File: src/rtl/pc_fetch_stage.sv
`default_nettype none
// ============================================================================
// Module  : pc_fetch_stage
// Brief   : MIPS IF stage; PC register, imem address, IF/ID pipeline register.
//           Optional FETCH_PERF_CNT_EN adds saturating fetch/redirect counters.
// Revision: 1.0 - initial release
// ============================================================================
module pc_fetch_stage #(
   parameter logic [31:0] RESET_PC  = 32'h0000_0000,
   parameter logic [31:0] NOP_INSTR = 32'h0000_0000
) (
   input  logic        clk,
   input  logic        rst,
   input  logic        stall,
   input  logic        branch_taken,
   input  logic [31:0] bdst,
   input  logic [31:0] instr_in,
   output logic [31:0] imem_addr,
   output logic [31:0] if_id_pc_4,
   output logic [31:0] if_id_instr,
`ifdef FETCH_PERF_CNT_EN
   output logic        if_id_valid,
   output logic [31:0] fetch_cnt,
   output logic [31:0] redirect_cnt
`else
   output logic        if_id_valid
`endif
);

   logic [31:0] pc;
   logic [31:0] pc_4;
   logic [31:0] target;

   assign pc_4      = pc + 32'd4;
   assign target    = {bdst[31:2], 2'b00};
   assign imem_addr = pc;

   // Redirect beats stall: a taken branch must never be held off by a hazard.
   always_ff @(posedge clk or posedge rst) begin
      if (rst) begin
         pc          <= RESET_PC;
         if_id_pc_4  <= 32'h0000_0000;
         if_id_instr <= NOP_INSTR;
         if_id_valid <= 1'b0;
      end else if (branch_taken) begin
         pc          <= target;
         if_id_pc_4  <= 32'h0000_0000;
         if_id_instr <= NOP_INSTR;
         if_id_valid <= 1'b0;
      end else if (!stall) begin
         pc          <= pc_4;
         if_id_pc_4  <= pc_4;
         if_id_instr <= instr_in;
         if_id_valid <= 1'b1;
      end
   end

`ifdef FETCH_PERF_CNT_EN
   always_ff @(posedge clk or posedge rst) begin
      if (rst) begin
         fetch_cnt    <= 32'h0000_0000;
         redirect_cnt <= 32'h0000_0000;
      end else if (branch_taken) begin
         if (redirect_cnt != 32'hFFFF_FFFF)
            redirect_cnt <= redirect_cnt + 32'd1;
      end else if (!stall) begin
         if (fetch_cnt != 32'hFFFF_FFFF)
            fetch_cnt <= fetch_cnt + 32'd1;
      end
   end
`endif

endmodule
`default_nettype wire

File: config.mk
export PLATFORM = sky130hd
export DESIGN_NAME = pc_fetch_stage
export DESIGN_NICKNAME = d
export VERILOG_FILES = /design/src/rtl/pc_fetch_stage.sv
export SDC_FILE = /design/constraint.sdc
export NUM_CORES = 1
export LEC_CHECK = 0
export ABC_AREA = 1
export CORE_ASPECT_RATIO = 0.7
export CORE_MARGIN = 1.5
export CORE_UTILIZATION = 40
export DETAILED_ROUTE_END_ITERATION = 8
export PLACE_DENSITY_LB_ADDON = 0.25
export SLEW_MARGIN = 20
export SYNTH_ARGS = -nofsm -noshare
export SYNTH_HDL_FRONTEND = slang
export SYNTH_SLANG_ARGS = --single-unit
File: constraint.sdc
create_clock -name clk -period 2.9 [get_ports clk]
set_input_delay 0.435 -clock clk [delete_from_list [all_inputs] [get_ports clk]]
set_output_delay 0.435 -clock clk [all_outputs]
set_load 0.01 [all_outputs]
Yosys cells after proc, flatten, opt, wreduce, memory -nomap -nowiden
Cells that the tools add are included.
{"block": "classes", "addsub": 1, "mul": 0, "div": 0, "n_lt_le_gt_ge": 0, "eq_ne": 1, "shifts": 0, "mux": 7, "bitwise_logic": 0, "n_reduce_logical": 0}
{"cell": "32-bit 2-to-1 mux", "count": 5}
{"cell": "32-bit by 3-bit adder with 32-bit output, second input constant", "count": 1}
{"cell": "1-bit 2-to-1 mux", "count": 2}
{"cell": "2-bit by 1-bit inequality test with 1-bit output, second input constant", "count": 1}
{"block": "word_totals", "reg_bits": 97, "latchBits": 0, "mem_bits_rw": 0, "romBits": 0, "in_bits": 68, "output_inout_bits": 97, "word_cells": 13, "n_memories": 0}

Depth between registers and ports, before layout
{"block": "logic_depth", "ltp_word": 3, "depth_mapped": 10, "ltp_nobuf": 10}

Least setup slack after synthesis
No wires, ideal clock.
{"block": "synth_timing", "path_type": "reg2reg", "start": "register pc[3], in the netlist imem_addr[3]", "end": "register if_id_pc_4[26]", "arrival_ns": 1.360, "path_slack_ns": 1.422, "stages_incl_launch_ff": 11, "n_path_buf": 0, "path_cell_list": "dfrtp_1 ha_1 nand2_2 nor2_4 nand2_4 nor2_4 nand3_2 nand2_1 inv_1 nand2_1 nand2_1"}
{"block": "synth_via", "elab_chain_cells": 3}
{"element": "from (decl)", "line_no": "30", "text": "logic [31:0] pc;"}
{"element": "from (signal assigned)", "line_no": "46", "text": "pc <= target;"}
{"element": "from (signal assigned)", "line_no": "51", "text": "pc <= pc_4;"}
{"element": "32-bit by 3-bit adder with 32-bit output", "line_no": "34", "text": "assign pc_4 = pc + 32'd4;"}
{"element": "32-bit 2-to-1 mux", "line_no": "50", "text": "end else if (!stall) begin"}
{"element": "32-bit 2-to-1 mux", "line_no": "45", "text": "end else if (branch_taken) begin"}
{"element": "to (signal assigned)", "line_no": "52", "text": "if_id_pc_4 <= pc_4;"}
{"element": "to (decl)", "line_no": "19", "text": "output logic [31:0] if_id_pc_4,"}
Every way passes these cells. The select of a mux whose other input is x is not followed.
A chain may end at the register's enable or synchronous reset.

Worst setup path after layout
{"block": "layout_timing", "start": "register pc[4], in the netlist imem_addr[4]", "end": "output port imem_addr[4]"}
{"element": "to (decl)", "line_no": "18", "text": "output logic [31:0] imem_addr,"}
No word-level cell between the ends.

==> results.toml <==
[clock_network]
clk-insertion-delay-late_ns = 0.34
clk_pin_slew_ns = 0.06
clock_sinks = 94
htree_num_levels = 3
cts_setup_buffers = 0
cts_buffers = 9
cts_resized = 0
cts_tree = "yes"
clockRootBuffer = "clkbuf_16"
cts_hold_buf = 0
clock_path_buffers = 2

[power]
vdd.ir_drop.worst_mv = 0.357
pwr_density_cell_nw_per_um2 = 532
clkPwrFrac_pct = 39.1
intPower_mw = 2.61
combPwrFrac_pct = 17.8
switching_share_pct = 25.5
power.static_leakage_nw = 3.06
seq_power_share_pct = 43.1
switchingPower_mw = 0.894

[route]
vias = 4227
totalWireLength_um = 12600
ant_nets = 0
drc = 0
via_per_inst = 4.92
drtIter0Drc = 237
drt_first_pass_iters = 5
post_drt_wl_per_cell_um = 14.7

[critical_path]
cp_top_family = "buffers and inverters"
cp_max_fo = 7
max_stage_delay_ns = 0.59
end_kind = "output pin"
crit_arrival_ns = 1.41
cp_cell_sequence = "clkdlybuf4s50_1"
critPathRequiredTime_ns = 2.47
slowest_stage = "clkdlybuf4s50_1"
path_class = "register to output pin"
crit_buf_inv = 1
start_kind = "register"

[run]
drv_cap = 0

[sta]
rsz0062_at_grt = "false"
fin_crit_ns = 1.85
hold_viol = 0
tightestPinTransition_ns = 0.740
fin_crit_sh_pct = 63.7
finalMaxSlewViolations = 0
relSlewSlack_pct = 50.6
finalClockSkew_ns = 0.00890
finalSetupViolations = 0
tns_ns = 0
clock.fmax_mhz = 541

[global_routing]
grt_usage_pct = 22.6
grt_max_degree = 50
grt_pass1_vias = 4147
gr-total-overflow = 0
antenna_found_initial = 0
grt_first_pass_wirelength_um = 20800

[final_layout]
diodes = 0
post-route-util_pct = 60.0
drive_above_1_share_pct = 6.09
fin_area_um2 = 6580
fill_cells = 984
final_cell_mix = "nand2_1, clkdlybuf4s50_1, dfrtp_1"
final_common_cell = "nand2_1"
syn2layout_area_growth_pct = 47.0
fin_nets = 770

[floorplanning]
die_y_um = 91.5
dieWidth_um = 129
io_pins = 165
rows = 32
core_area_um2 = 11000
die_area_um2 = 11900
start_util_pct = 40.8

[hold_path]
min_path_type = "register to register"

[logic_synthesis]
synth_top_cell_by_area = "dfrtp_1"
ys_seq_area_share_pct = 52.5
syn_inst = 544
syn_area_per_cell_um2 = 8.23
synth-seq-cells = 94
synth_area_um2 = 4480
synth_cell_types = 28
synth_top_cell_area_share_pct = 52.5
synth.area.top_cells = "dfrtp_1, nand2_1, a22o_1"
ys.warnings.count = 0

[placed_design]
gp_congestion = 0.932
dp_hpwl_um = 9310
dpl_cell_area_um2 = 6230
io_buffers = 160

[status]
status = "finished, final reports clean"
[metrics by stage]
step / worst slack (ns) / total power [mW] / hold slack [ns] / instances
6_report: 1.05 / 3.50 / 0.477 / 859
5_1_grt: 0.977 / 3.66 / 0.514 / 859
4_1_cts: 1.03 / 3.53 / 0.483 / 859
3_5_place_dp: 0.792 / 2.16 / 0.465 / 843
3_3_place_gp: 0.853 / 2.14 / 0.458 / 843
2_1_floorplan: 0.0163 / 1.78 / 0.509 / 545
[layout make-up]
| class | count | area (um2) | share of cell area [%] |
|---|---|---|---|
| clock buffer | 11 | 243 | 3.69 |
| clock inverter | 5 | 106 | 1.62 |
| inverter | 52 | 196 | 2.98 |
| multi-input combinational | 377 | 1830 | 27.8 |
| sequential | 94 | 2350 | 35.7 |
| tap | 153 | 191 | 2.91 |
| timing repair buffer | 167 | 1670 | 25.3 |
[worst paths after layout]
path | startpoint | slack (ns) | cells past startpoint | to
worst max-delay path | imem_addr[4]$_DFFE_PP0N_ | 1.05 | 1 | imem_addr[4]
worst min-delay path | if_id_pc_4[24]$_DFFE_PP0N_ | 0.48 | 2 | if_id_pc_4[24]$_DFFE_PP0N_
worst max register to register | imem_addr[2]$_DFFE_PP0N_ | 1.20 | 10 | imem_addr[26]$_DFFE_PP0N_
worst min register to register | if_id_pc_4[24]$_DFFE_PP0N_ | 0.48 | 2 | if_id_pc_4[24]$_DFFE_PP0N_
max in group asynchronous | rst | 1.72 | 3 | if_id_pc_4[13]$_DFFE_PP0N_
min in group asynchronous | rst | 0.52 | 2 | if_id_instr[20]$_DFFE_PP0N_
[flip-flops by register name, summed over array words and instances (netlist names)]
register and flops:
if_id_pc_4 31, if_id_instr 32, imem_addr 30, if_id_valid 1
[cells in the mapped netlist (all sizes together)]
| library cell | count |
|---|---|
| xor2 | 1 |
| or2 | 1 |
| clkbuf | 8 |
| o21bai | 2 |
| nand2 | 204 |
| a31oi | 1 |
| inv | 52 |
| nor2 | 51 |
| o21ai | 26 |
| ha | 1 |
| o211ai | 5 |
| a21oi | 5 |
| dfrtp | 94 |
| buf | 14 |
| conb | 1 |
| nand3b | 2 |
| nor3 | 1 |
| a22o | 34 |
| nand3 | 41 |
[per-layer routing]
layer | part of all wire (%) | up-vias | global-route usage (%)
li1 | - | 2054 | -
met1 | 47 | 2004 | 32.4
met2 | 43 | 155 | 33.2
met3 | 8.5 | 14 | 7.37
met4 | 1.2 | 0 | 5.37
met5 | 0 | - | 0
[power groups by stage]
stage / Combinational, mW / Sequential (mW) / Clock (mW)
2_1_floorplan: 0.229 / 1.56 / 0
3_3_place_gp: 0.616 / 1.53 / 0
3_5_place_dp: 0.628 / 1.53 / 0
4_1_cts: 0.631 / 1.51 / 1.40
5_1_grt: 0.687 / 1.52 / 1.45
6_report: 0.623 / 1.51 / 1.37
[logic make-up after synthesis]
kind of cell    after synthesis  share of synthesized area (%)
compound gates               73                           11.5
xor+xnor                      1                          0.196
fa+ha+maj                     1                          0.279
buf+inv                      74                           6.93
flops                        94                           52.5
other cells                   1                         0.0837
simple gates                300                           28.5
No activity file was read; power rests on OpenSTA's default activity.
